## config.mk

```make
export PLATFORM = sky130hd
export DESIGN_NAME = alu_issue_queue
export DESIGN_NICKNAME = d
export VERILOG_FILES = /design/src/rtl/alu_defs_pkg.sv /design/src/rtl/cmd_fifo.sv /design/src/rtl/alu_issue_queue.sv
export SDC_FILE = /design/constraint.sdc
export NUM_CORES = 1
export LEC_CHECK = 0
export CORE_ASPECT_RATIO = 0.75
export CORE_MARGIN = 1
export CORE_UTILIZATION = 49
export CTS_BUF_LIST = sky130_fd_sc_hd__clkbuf_16
export CTS_CLUSTER_DIAMETER = 40
export CTS_CLUSTER_SIZE = 12
export DETAILED_ROUTE_END_ITERATION = 8
export PLACE_DENSITY = 0.76
export SLEW_MARGIN = 20
export SYNTH_ARGS = -nofsm -noshare
export SYNTH_HDL_FRONTEND = slang
export SYNTH_SLANG_ARGS = --single-unit
```

## constraint.sdc

```tcl
create_clock -name clk -period 2.6 [get_ports clk]
set_clock_uncertainty 0.05 [all_clocks]
set_input_delay 0.39 -clock clk [delete_from_list [all_inputs] [get_ports clk]]
set_output_delay 0.39 -clock clk [all_outputs]
set_load 0.02 [all_outputs]
```

## src/rtl/alu_defs_pkg.sv

```systemverilog
// alu_defs: definitions shared by the 16-bit ALU, its issue queue and benches.
//   - 4-bit ALU opcode encodings
//   - issue-queue FSM state encoding
//   - helper that classifies an opcode as one the ALU should execute
package alu_defs;

  localparam logic [3:0] OP_NOOP  = 4'b0000;
  localparam logic [3:0] OP_ADD   = 4'b0001;
  localparam logic [3:0] OP_SUB   = 4'b0010;
  localparam logic [3:0] OP_MULT  = 4'b0011;
  localparam logic [3:0] OP_DIV   = 4'b0100;
  localparam logic [3:0] OP_AND   = 4'b0101;
  localparam logic [3:0] OP_OR    = 4'b0110;
  localparam logic [3:0] OP_XOR   = 4'b0111;
  localparam logic [3:0] OP_NOT   = 4'b1000;
  localparam logic [3:0] OP_RESET = 4'b1111;

  typedef enum logic [1:0] {
    ST_IDLE = 2'd0,
    ST_EXEC = 2'd1,
    ST_RESP = 2'd2
  } state_t;

  // ADD..NOT form a contiguous range; NOOP, RESET and 1001-1110 never go
  // to the ALU. Divide-by-zero is filtered separately since it needs operand b.
  function automatic logic is_alu_op(input logic [3:0] op);
    return (op >= OP_ADD) && (op <= OP_NOT);
  endfunction

endpackage

```

## src/rtl/cmd_fifo.sv

```systemverilog
// cmd_fifo: synchronous FIFO with registered occupancy.
//   clk, rst_n        clock, async active-low reset (pointers and count only)
//   push, push_data   write at tail; ignored when full
//   pop, pop_data     pop_data always shows the head; pop ignored when empty
//   count, full, empty occupancy status
module cmd_fifo #(
  parameter int WIDTH = 36,
  parameter int DEPTH = 4
) (
  input  logic                     clk,
  input  logic                     rst_n,
  input  logic                     push,
  input  logic [WIDTH-1:0]         push_data,
  input  logic                     pop,
  output logic [WIDTH-1:0]         pop_data,
  output logic [$clog2(DEPTH):0]   count,
  output logic                     full,
  output logic                     empty
);

  localparam int AW = $clog2(DEPTH);
  localparam logic [AW:0] FULL_CNT = (AW+1)'(DEPTH);

  logic [WIDTH-1:0] mem [DEPTH];
  logic [AW-1:0]    wr_ptr, rd_ptr;
  logic             do_push, do_pop;

  assign full     = (count == FULL_CNT);
  assign empty    = (count == '0);
  assign do_push  = push && !full;
  assign do_pop   = pop && !empty;
  assign pop_data = mem[rd_ptr];

  // NOTE: storage has no reset; only pointers and count define validity,
  // so clearing the array would cost reset fan-out for no behavioural gain.
  always_ff @(posedge clk) begin
    if (do_push) mem[wr_ptr] <= push_data;
  end

  // Pointers are AW bits wide, so the increment wraps modulo DEPTH.
  // NOTE: non-blocking assignments in clocked logic so every register samples
  // pre-edge values regardless of statement order.
  always_ff @(posedge clk or negedge rst_n) begin
    if (!rst_n) begin
      wr_ptr <= '0;
      rd_ptr <= '0;
      count  <= '0;
    end else begin
      if (do_push) wr_ptr <= wr_ptr + 1'b1;
      if (do_pop)  rd_ptr <= rd_ptr + 1'b1;
      case ({do_push, do_pop})
        2'b10:   count <= count + 1'b1;
        2'b01:   count <= count - 1'b1;
        default: count <= count;
      endcase
    end
  end

endmodule

```

## src/rtl/alu_issue_queue.sv

```systemverilog
// alu_issue_queue: buffers ALU commands and issues them one at a time.
//   clk, clear_n                  clock shared with the ALU, async active-low reset
//   cmd_valid/cmd_ready           command handshake, payload cmd_op/cmd_a/cmd_b
//   alu_opcode/alu_in1/alu_in2    registered drive into the ALU (NOOP when idle)
//   alu_out                       ALU combinational next result
//   rsp_valid/rsp_ready           response handshake, payload rsp_data/rsp_op/rsp_err
//   count                         command FIFO occupancy
module alu_issue_queue
  import alu_defs::*;
#(
  parameter int W     = 16,
  parameter int DEPTH = 4
) (
  input  logic                   clk,
  input  logic                   clear_n,
  input  logic                   cmd_valid,
  output logic                   cmd_ready,
  input  logic [3:0]             cmd_op,
  input  logic [W-1:0]           cmd_a,
  input  logic [W-1:0]           cmd_b,
  output logic [3:0]             alu_opcode,
  output logic [W-1:0]           alu_in1,
  output logic [W-1:0]           alu_in2,
  input  logic [W-1:0]           alu_out,
  output logic                   rsp_valid,
  input  logic                   rsp_ready,
  output logic [W-1:0]           rsp_data,
  output logic [3:0]             rsp_op,
  output logic                   rsp_err,
  output logic [$clog2(DEPTH):0] count
);

  localparam int FW = 4 + 2*W;

  state_t        state, state_d;
  logic [FW-1:0] head;
  logic [3:0]    head_op;
  logic [W-1:0]  head_a, head_b;
  logic          full, empty, pop;
  logic          head_div0, head_legal;

  cmd_fifo #(.WIDTH(FW), .DEPTH(DEPTH)) u_cmd_fifo (
    .clk       (clk),
    .rst_n     (clear_n),
    .push      (cmd_valid),
    .push_data ({cmd_op, cmd_a, cmd_b}),
    .pop       (pop),
    .pop_data  (head),
    .count     (count),
    .full      (full),
    .empty     (empty)
  );

  // Ready is purely occupancy based; a same-cycle pop does not free a slot.
  assign cmd_ready  = !full;
  assign head_op    = head[FW-1 -: 4];
  assign head_a     = head[2*W-1 -: W];
  assign head_b     = head[W-1:0];
  assign head_div0  = (head_op == OP_DIV) && (head_b == '0);
  assign head_legal = is_alu_op(head_op) && !head_div0;
  assign rsp_valid  = (state == ST_RESP);

  always_ff @(posedge clk or negedge clear_n) begin
    if (!clear_n) state <= ST_IDLE;
    else          state <= state_d;
  end

  // NOTE: defaults first so every path assigns every output; no latches.
  always_comb begin
    state_d = state;
    pop     = 1'b0;
    case (state)
      ST_IDLE: pop = !empty;
      ST_EXEC: state_d = ST_RESP;
      ST_RESP: begin
        if (rsp_ready) begin
          pop = !empty;
          if (empty) state_d = ST_IDLE;
        end
      end
      default: state_d = ST_IDLE;
    endcase
    // A popped head either goes to the ALU or is answered directly as an error.
    if (pop) state_d = head_legal ? ST_EXEC : ST_RESP;
  end

  // ALU drive and response register. The ALU sees a real opcode only for the
  // single EXEC cycle; its result is captured at the end of that cycle.
  always_ff @(posedge clk or negedge clear_n) begin
    if (!clear_n) begin
      alu_opcode <= OP_NOOP;
      alu_in1    <= '0;
      alu_in2    <= '0;
      rsp_data   <= '0;
      rsp_op     <= OP_NOOP;
      rsp_err    <= 1'b0;
    end else begin
      if (pop && head_legal) begin
        alu_opcode <= head_op;
        alu_in1    <= head_a;
        alu_in2    <= head_b;
      end else begin
        alu_opcode <= OP_NOOP;
      end

      if (state == ST_EXEC) begin
        rsp_data <= alu_out;
        rsp_op   <= alu_opcode;
        rsp_err  <= 1'b0;
      end else if (pop && !head_legal) begin
        rsp_data <= head_div0 ? '1 : '0;
        rsp_op   <= head_op;
        rsp_err  <= 1'b1;
      end
    end
  end

endmodule

```

; ---- After elaboration in Yosys (flattened, before gate mapping)
; Memory sizes are Yosys's and may differ from the RTL's.
; Cells that the tools add are included.
[classes]
n_addsub = 4
order_cmp = 2
eq_ne = 9
mux = 18
n_reduce_logical = 17
[ops]
columns = cell, n
row1 = two-way mux 16 bit, 3
row2 = zero test 16 bit, 1
row3 = two-way mux 4 bit, 3
row4 = two-way mux 2 bit, 4
row5 = logical AND 1 bit, 7
row6 = inequality test 3 x 1 -> 1 bit (second input constant), 2
row7 = case mux 2 bit (3 select lines), 1
row8 = case mux 3 bit (2 select lines), 1
row9 = two-way mux 1 bit, 5
row10 = adder 2 x 1 -> 2 bit (second input constant), 2
row11 = equality test 2 x 1 -> 1 bit (second input constant), 2
row12 = equality test 2 bit (second input constant), 2
row13 = equality test 4 x 3 -> 1 bit (second input constant), 1
row14 = >= comparator 4 x 1 -> 1 bit (second input constant), 1
row15 = <= comparator 4 bit (second input constant), 1
row16 = zero test 1 bit, 4
row17 = nonzero test 2 bit, 2
row18 = adder 3 x 1 -> 3 bit (second input constant), 1
row19 = equality test 3 bit (second input constant), 1
row20 = zero test 3 bit, 1
row21 = AND reduction 3 bit, 1
row22 = subtractor 3 x 1 -> 3 bit (second input constant), 1
row23 = zero test 2 bit, 1
row24 = inequality test 2 bit (second input constant), 1
row25 = case mux 1 bit (2 select lines), 1
[word_totals]
reg_bits = 66
mem_bits_rw = 144
input_bits = 56
output_inout_bits = 62
word_cells = 61
mem_count = 1
[mem_list]
columns = memory, depth, word_bits, read_ports, rd_clocked_by_memory_dff, wr, line_no
row1 = u_cmd_fifo.mem, 4, 36, 1, 0, 1, cmd_fifo.sv:24  ; logic [WIDTH-1:0] mem [DEPTH];

; ---- Depth between registers and ports, before layout
; Gate-level depths: netlist of run 1.
; An unclocked memory read counts as a cell.
[depth]
ltp_word = 9
ltp_mapped = 10
ltp_nobuf = 10

; ---- By module
; From an unflattened synthesis of run 1, not the netlist that was laid out.
[unflattened]
cells_unflattened = 427
area_unflattened_um2 = 8110.3
[by_module_without_submodules]
columns = module, n_inst, cells_each, area_per_inst_um2, seq_area_each_um2
row1 = cmd_fifo, 1, 225, 5635.4, 4499.3
row2 = alu_issue_queue, 1, 202, 2474.9, 1476.4

; ---- Worst setup path after synthesis of run 1
; No wires, ideal clock.
[synth_timing]
kind = register to register
from = reg u_cmd_fifo.rd_ptr[0]
to = reg alu_in1[0]
setup_ps = 125
t_arrival_ps = 2454
required_time_ps = 2425
path_slack_ps = -29
path_stages_with_launch = 9
n_path_buf = 3
synth_period_minus_slack_ps = 2629
path_cell_list = dfrtp_1 buf_6 buf_6 mux4_1 nor4_1 nand2_1 o211ai_2 buf_6 mux2_2
[synth_via]
elab_chain_len = 6
elab_cells_between_ends = 10
classes_between = order compare: 2 / eq/ne: 1 / reduce/logical: 6 / memory: 1
[synth_lines]
columns = item, line_no
row1 = from (decl), cmd_fifo.sv:25  ; logic [AW-1:0] wr_ptr, rd_ptr;
row2 = from (signal assigned), cmd_fifo.sv:50  ; if (do_pop) rd_ptr <= rd_ptr + 1'b1;
row3 = memory read (4 x 36 bit) *, -
row4 = "parallel branches: the longest is 5 deep, another holds >= comparator 4 x 1 -> 1 bit", -
row5 = to (signal assigned), alu_issue_queue.sv:92  ; alu_in1 <= '0;
row6 = to (signal assigned), alu_issue_queue.sv:100  ; alu_in1 <= head_a;
row7 = to (decl), alu_issue_queue.sv:22  ; output logic [W-1:0] alu_in1,
; Every way passes the cells marked *.
; A chain may end at the register's enable or synchronous reset.

; ---- Worst setup path in the final report of run 1
[layout_timing]
from = reg u_cmd_fifo.rd_ptr[0]
to = reg alu_in2[10]
[layout_via]
elab_chain_len = 6
elab_cells_between_ends = 10
classes_between = order compare: 2 / eq/ne: 1 / reduce/logical: 6 / memory: 1
[layout_lines]
columns = item, line_no
row1 = memory read (4 x 36 bit) *, -
row2 = "parallel branches: the longest is 5 deep, another holds >= comparator 4 x 1 -> 1 bit", -
row3 = to (signal assigned), alu_issue_queue.sv:93  ; alu_in2 <= '0;
row4 = to (signal assigned), alu_issue_queue.sv:101  ; alu_in2 <= head_b;
row5 = to (decl), alu_issue_queue.sv:23  ; output logic [W-1:0] alu_in2,
; Marked as above.

==> impl_metrics.json, run 1 <==
{
  "outcome": "finished, violations left",
  "violations": "negative setup slack",
  "drc": 0,
  "route.met2.wl_um": 8160,
  "power.total_uw": 14700,
  "start_kind": "flip-flop",
  "rrSetupSlack_ns": -0.15,
  "initial_core_util_pct": 50.0,
  "routedWlPerCell_um": 21.7,
  "drt_iter0_drc": 242,
  "p_per_area_nw_per_um2": 1350,
  "first_pass_iters": 5,
  "place_inst": 729,
  "ios": 118,
  "synthesis.nets": 447,
  "grt_pass1_wl_um": 27100,
  "setup_ws_ns": -0.148,
  "setup_viol": 45,
  "ant_nets": 0,
  "drive_gt1_share_pct": 29.6,
  "die_area_um2": 16900,
  "grt_max_degree": 40,
  "max_stage_delay_ns": 0.54,
  "rows": 40,
  "highest_layer": "met4",
  "synth.distinct_cells": 37,
  "instances_no_fill": 795,
  "crit_path_cell_trace": "buf_12 -> buf_8 -> mux4_2 -> buf_6 -> nor4_4 -> nand3_4 -> o211ai_4 -> buf_6 -> buf_8 -> buf_16 -> mux2_4",
  "cts_buffers": 24,
  "min_period_ns": 2.75,
  "hold_viol": 0,
  "slew_headroom_pct": 63.0,
  "clock_latency_ns": 0.51,
  "cts.sinks": 210,
  "die_width_um": 150,
  "min_period_over_period_pct": 106,
  "area_delta_synth_final_pct": 35.7,
  "netlist_instances": 385,
  "synth_edf_count": 144,
  "finalMaxSlewViolations": 0,
  "nFillCells": 1029,
  "antenna_found_initial": 0,
  "clockBufferDepth": 3,
  "cpMaxStageDelayCell": "mux4_2",
  "tightest_slew_ns": 0.556,
  "coreArea_um2": 16000,
  "syn_area_per_cell_um2": 20.8,
  "antennaDiodeCount": 0,
  "ctsHtreeMaxLevel": 1,
  "crit_path_max_fanout": 7,
  "routed-wl-met3_um": 1310,
  "cp.required_ns": 2.94,
  "clock-root-buffer": "clkbuf_16",
  "critical_path_arrival_ns": 3.09,
  "synth_seq_cells": 210,
  "path_clk_slew_ns": 0.06,
  "rr_endpoint": "alu_in2[10]",
  "nets": 629,
  "cts_tree": "done",
  "drt-total-wl_um": 17200,
  "hold_class": "input pin to asynchronous set/reset pin",
  "maxCapViolCount": 0,
  "irDropWorstVdd_mv": 0.696,
  "vias": 4369,
  "dp_slack_ns": -0.218,
  "critical_path_class": "flip-flop to flip-flop",
  "grt_usage_pct": 21.5,
  "die_height_um": 113,
  "fmax_mhz": 364,
  "io_buffers": 117,
  "holdWs_ns": 0.364,
  "async_flop_share_pct": 31.4,
  "cp-end-kind": "flip-flop",
  "gp_congestion": 0.765,
  "r2r_start": "u_cmd_fifo.rd_ptr[0]",
  "grt-ovfl-total": 0,
  "grt_pass1_vias": 4691,
  "avgViaCountPerCell": 5.50,
  "ys.flop_type": "edfxtp_1",
  "hpwl_um": 9550,
  "ys_seq_area_share_pct": 74.6,
  "yosysWarnings": 0,
  "rr_worst_depth": 11,
  "p_leak_uw": 0.00413,
  "tns_ns": -3.25,
  "rsz0062_at_grt": "true",
  "drt-met1-wl_um": 7480,
  "synth_area_um2": 8010
}
layout by cell type, fill, tap and decap left out, types with 3 or more instances in the layout:
cell | Yosys | routed
a221o_1 | 17 | 17
nor3b_1 | 3 | 3
mux2_2 | 32 | 6
nor2b_1 | 3 | 3
clkinv_2 | 0 | 4
and3_2 | 0 | 4
nor4_4 | 0 | 3
clkbuf_16 | 0 | 24
clkinv_1 | 1 | 7
buf_4 | 2 | 31
buf_16 | 0 | 3
xnor2_1 | 5 | 4
buf_8 | 0 | 3
edfxtp_1 | 144 | 144
clkdlybuf4s50_1 | 0 | 116
mux2_4 | 0 | 26
o21a_4 | 0 | 3
mux4_2 | 19 | 34
buf_12 | 0 | 7
dfrtp_1 | 66 | 64
nand2_1 | 5 | 4
ha_1 | 5 | 5
buf_6 | 6 | 11
inv_1 | 11 | 17
o21ai_0 | 5 | 3
synthesized netlist by cell type (2+ instances only):
library cell | n | share of area [%]
a221o_1 | 17 | 2.1
dfrtp_1 | 66 | 21
buf_4 | 2 | 0.19
a22o_1 | 2 | 0.22
mux2_2 | 32 | 4.5
edfxtp_1 | 144 | 54
nor3_1 | 2 | 0.13
clkbuf_1 | 3 | 0.14
buf_6 | 6 | 0.84
o31ai_1 | 2 | 0.19
and2_1 | 2 | 0.16
mux4_2 | 19 | 5.3
nor4_1 | 4 | 0.31
mux4_1 | 17 | 5.6
o21ai_0 | 5 | 0.31
nor3b_1 | 3 | 0.28
nand2b_1 | 2 | 0.16
nor2b_1 | 3 | 0.23
buf_2 | 7 | 0.44
xnor2_1 | 5 | 0.55
inv_1 | 11 | 0.52
and3_1 | 5 | 0.39
xor2_1 | 2 | 0.22
nand2_1 | 5 | 0.23
ha_1 | 5 | 0.78
a22oi_1 | 2 | 0.19
nand3_1 | 2 | 0.13
sequential cells by signal, summed over array words and instances (netlist names):
name and flops:
alu_in1 16, alu_in2 16, alu_opcode 4, rsp_data 16
rsp_err 1, rsp_op 4, state 2, u_cmd_fifo.count 3
u_cmd_fifo.mem 144, u_cmd_fifo.rd_ptr 2, u_cmd_fifo.wr_ptr 2
how the worst max path moves through the flow:
| stage | start | end | slack [ns] | depth (start not counted) |
|---|---|---|---|---|
| 5_1_grt | u_cmd_fifo.rd_ptr[0] | alu_in2[10] | -0.20 | 10 |
| 3_5_place_dp | u_cmd_fifo.rd_ptr[0] | alu_in1[5] | -0.22 | 7 |
| 4_1_cts | u_cmd_fifo.rd_ptr[0] | alu_in2[10] | -0.11 | 11 |
| 3_3_place_gp | u_cmd_fifo.rd_ptr[0] | alu_in2[9] | -0.16 | 7 |
| 2_1_floorplan | u_cmd_fifo.rd_ptr[0] | alu_in1[0] | 0.000003 | 8 |
| 6_report | u_cmd_fifo.rd_ptr[0] | alu_in2[10] | -0.15 | 11 |
per-layer routing:
layer	GRT usage, %	up-vias
met5	0	-
met4	5.58	0
met3	4.84	26
met2	34.4	175
met1	30.1	2241
li1	-	1927
cell type report:
| class | count | area [um^2] | share of cell area [%] |
|---|---|---|---|
| clock buffers | 24 | 601 | 5.53 |
| clock inverters | 20 | 129 | 1.19 |
| inverters | 12 | 45.0 | 0.415 |
| multi-input cells | 147 | 2050 | 18.9 |
| flip-flops and latches | 210 | 5980 | 55.0 |
| well taps | 210 | 263 | 2.42 |
| repair buffers | 172 | 1800 | 16.5 |
critical path, delay by kind of cell (launching register included):
kind | cells | cell delay [ns]
mux | 2 | 0.84
flops | 1 | 0.41
compound gates | 1 | 0.20
buf+inv | 6 | 0.80
simple gates | 2 | 0.32
power by group:
| part | switching, uW | total (uW) | internal [uW] |
|---|---|---|---|
| registers | 443 | 5030 | 4590 |
| logic | 3030 | 6600 | 3570 |
| clock network | 1300 | 3080 | 1780 |
per-stage QoR:
stage	utilization [%]	area (um^2)
2_1_floorplan	-	8020
3_3_place_gp	60.5	9690
3_5_place_dp	60.5	9690
4_1_cts	67.9	10900
5_1_grt	67.8	10900
6_report	67.8	10900
logic make-up after synthesis:
family | after synthesis | share of synthesized area [%]
AOI/OAI and AO/OA | 32 | 3.50
buffers and inverters | 30 | 2.17
and+or+nand+nor | 32 | 2.45
adders and majority gates | 6 | 1.03
muxes | 68 | 15.4
DFF | 210 | 74.6
xor gates and xnor gates | 7 | 0.766
what timing repair did:
action / in CTS / in global routing
hold buffers: 1 / 0
buffers inserted: 16 / 1
pin swaps: 8 / 4
cloned: 6 / 0
gates resized for setup: 77 / 4
endpoints found under the setup margin: 57 / 58
endpoints found under the hold margin: 37 / 0
Note: power is estimated with default switching activity, not from simulation.
==> run 2: changes to the inputs <==
--- a/config.mk
+++ b/config.mk
@@ -5,12 +5,12 @@
 export SDC_FILE = /design/constraint.sdc
 export NUM_CORES = 1
 export LEC_CHECK = 0
+export CAP_MARGIN = 10
 export CORE_ASPECT_RATIO = 0.75
 export CORE_MARGIN = 1
 export CORE_UTILIZATION = 49
 export CTS_BUF_LIST = sky130_fd_sc_hd__clkbuf_16
-export CTS_CLUSTER_DIAMETER = 40
-export CTS_CLUSTER_SIZE = 12
+export CTS_CLUSTER_DIAMETER = 50
 export DETAILED_ROUTE_END_ITERATION = 8
 export PLACE_DENSITY = 0.76
 export SLEW_MARGIN = 20
==> impl_metrics.json, run 2 (synthesis results as in run 1) <==
{
  "ant_nets": 0,
  "path_clk_slew_ns": 0.06,
  "rrSetupSlack_ns": -0.11,
  "irDropWorstVdd_mv": 0.785,
  "grt_usage_pct": 21.3,
  "drive_gt1_share_pct": 29.4,
  "nets": 628,
  "maxCapViolCount": 0,
  "drc": 0,
  "grt-ovfl-total": 0,
  "die_width_um": 150,
  "crit_path_max_fanout": 7,
  "cp-end-kind": "flip-flop",
  "rsz0062_at_grt": "true",
  "dp_slack_ns": -0.218,
  "grt_max_degree": 40,
  "first_pass_iters": 4,
  "crit_path_cell_trace": "buf_12 -> mux4_2 -> nor4_2 -> buf_4 -> nand3_4 -> o211ai_4 -> buf_6 -> buf_12 -> mux2_4",
  "routedWlPerCell_um": 21.8,
  "cts_tree": "done",
  "vias": 4337,
  "cts_buffers": 21,
  "final_cell_mix": "edfxtp_1 (144), clkdlybuf4s50_1 (116), dfrtp_1 (64)",
  "grt_pass1_vias": 4700,
  "clock_latency_ns": 0.50,
  "antenna_found_initial": 0,
  "final_common_cell": "edfxtp_1",
  "largest_reg_flops": 144,
  "max_stage_delay_ns": 0.54,
  "initial_core_util_pct": 50.0,
  "p_per_area_nw_per_um2": 1340,
  "hpwl_um": 9550,
  "setup_viol": 51,
  "coreArea_um2": 16000,
  "outcome": "finished, violations left",
  "die_area_um2": 16900,
  "grt_pass1_wl_um": 26700,
  "avgViaCountPerCell": 5.48,
  "crit_top_cell": "buf_12",
  "rows": 40,
  "hold_viol": 0,
  "ctsHtreeMaxLevel": 1,
  "slew_headroom_pct": 63.3,
  "top_register": "u_cmd_fifo.mem",
  "min_period_ns": 2.71,
  "gp_congestion": 0.765,
  "ios": 118,
  "power.total_uw": 14500,
  "io_buffers": 117,
  "hold_class": "input pin to asynchronous set/reset pin",
  "rr_endpoint": "alu_in1[2]",
  "antennaDiodeCount": 0,
  "fmax_mhz": 369,
  "p_leak_uw": 0.00416,
  "clockBufferDepth": 3,
  "rr_worst_depth": 9,
  "violations": "negative setup slack",
  "min_period_over_period_pct": 104,
  "fin_util_pct": 67.7,
  "critical_path_arrival_ns": 3.02,
  "cp.required_ns": 2.92,
  "drt_iter0_drc": 244,
  "clock-root-buffer": "clkbuf_16",
  "finalMaxSlewViolations": 0,
  "tightest_slew_ns": 0.551,
  "r2r_start": "u_cmd_fifo.rd_ptr[0]",
  "setup_ws_ns": -0.106,
  "start_kind": "flip-flop",
  "die_height_um": 113,
  "area_delta_synth_final_pct": 35.5,
  "cpMaxStageDelayCell": "mux4_2",
  "critical_path_class": "flip-flop to flip-flop",
  "drt-total-wl_um": 17300,
  "cts.sinks": 210
}
==> run 2: cell types whose count changed in the layout (fill, tap and decap cells not counted), sizes merged <==
| cell | delta |
|---|---|
| clkinv | -5 |
| clkbuf | -1 |
| o21a | -2 |
| inv | +3 |
| bufinv | -1 |
| buf | +2 |
==> run 2: cell type report <==
type / count / area (um^2)
clock buffers: 21 / 526
fillers: 1033 / 5170
multi-input cells: 145 / 2060
inverters: 12 / 45.0
flip-flops and latches: 210 / 5980
well taps: 210 / 263
repair buffers: 176 / 1900
clock inverters: 17 / 75.1
==> run 2: how the worst max path moves through the flow <==
stage / start / cells after the start / endpoint / slack (ns)
2_1_floorplan: u_cmd_fifo.rd_ptr[0] / 8 / alu_in1[0] / 0.000003
3_3_place_gp: u_cmd_fifo.rd_ptr[0] / 7 / alu_in2[9] / -0.16
3_5_place_dp: u_cmd_fifo.rd_ptr[0] / 7 / alu_in1[5] / -0.22
4_1_cts: u_cmd_fifo.rd_ptr[0] / 10 / alu_in1[9] / -0.16
5_1_grt: u_cmd_fifo.rd_ptr[0] / 9 / alu_in1[2] / -0.21
6_report: u_cmd_fifo.rd_ptr[0] / 9 / alu_in1[2] / -0.11
==> run 2: worst max-delay path, delay by kind of cell, from the launching register on <==
kind / cells / cell delay (ns)
flip-flops: 1 / 0.44
buffers and inverters: 4 / 0.65
multiplexers: 2 / 0.84
AO/OA/AOI/OAI: 1 / 0.23
AND/OR/NAND/NOR: 2 / 0.37
==> run 2: power by group <==
group	switching, uW	leakage, uW	internal [uW]
Combinational	3050	0.00170	3800
Clock	1190	0.000334	1470
Sequential	455	0.00213	4590
Total	4700	0.00416	9850
==> run 2: per-stage QoR <==
step	hold WS, ns	std cells	setup TNS (ns)	instance area [um^2]
floorplan	0.0444	385	0	8020
global placement	0.351	729	-6.04	9690
detailed placement	0.373	729	-7.90	9690
CTS	0.403	782	-5.34	10700
global route	0.437	791	-8.63	10800
finish	0.377	791	-3.46	10800
==> run 2: routing by layer <==
layer  global-route usage (%)  vias to the layer above  share of wire [%]
met3                     4.80                       18                8.3
met1                     29.2                     2235                 42
met4                     4.22                        0                1.1
met2                     35.3                      168                 48
li1                         -                     1916                  -
met5                        0                        -                  0
==> run 2: what timing repair did <==
action,in CTS,in global routing
pin swaps,4,6
hold buffers,1,0
hold endpoints to repair,37,0
gates resized for setup,59,40
gates cloned,5,3
buffers inserted,9,9
setup endpoints to repair,57,56
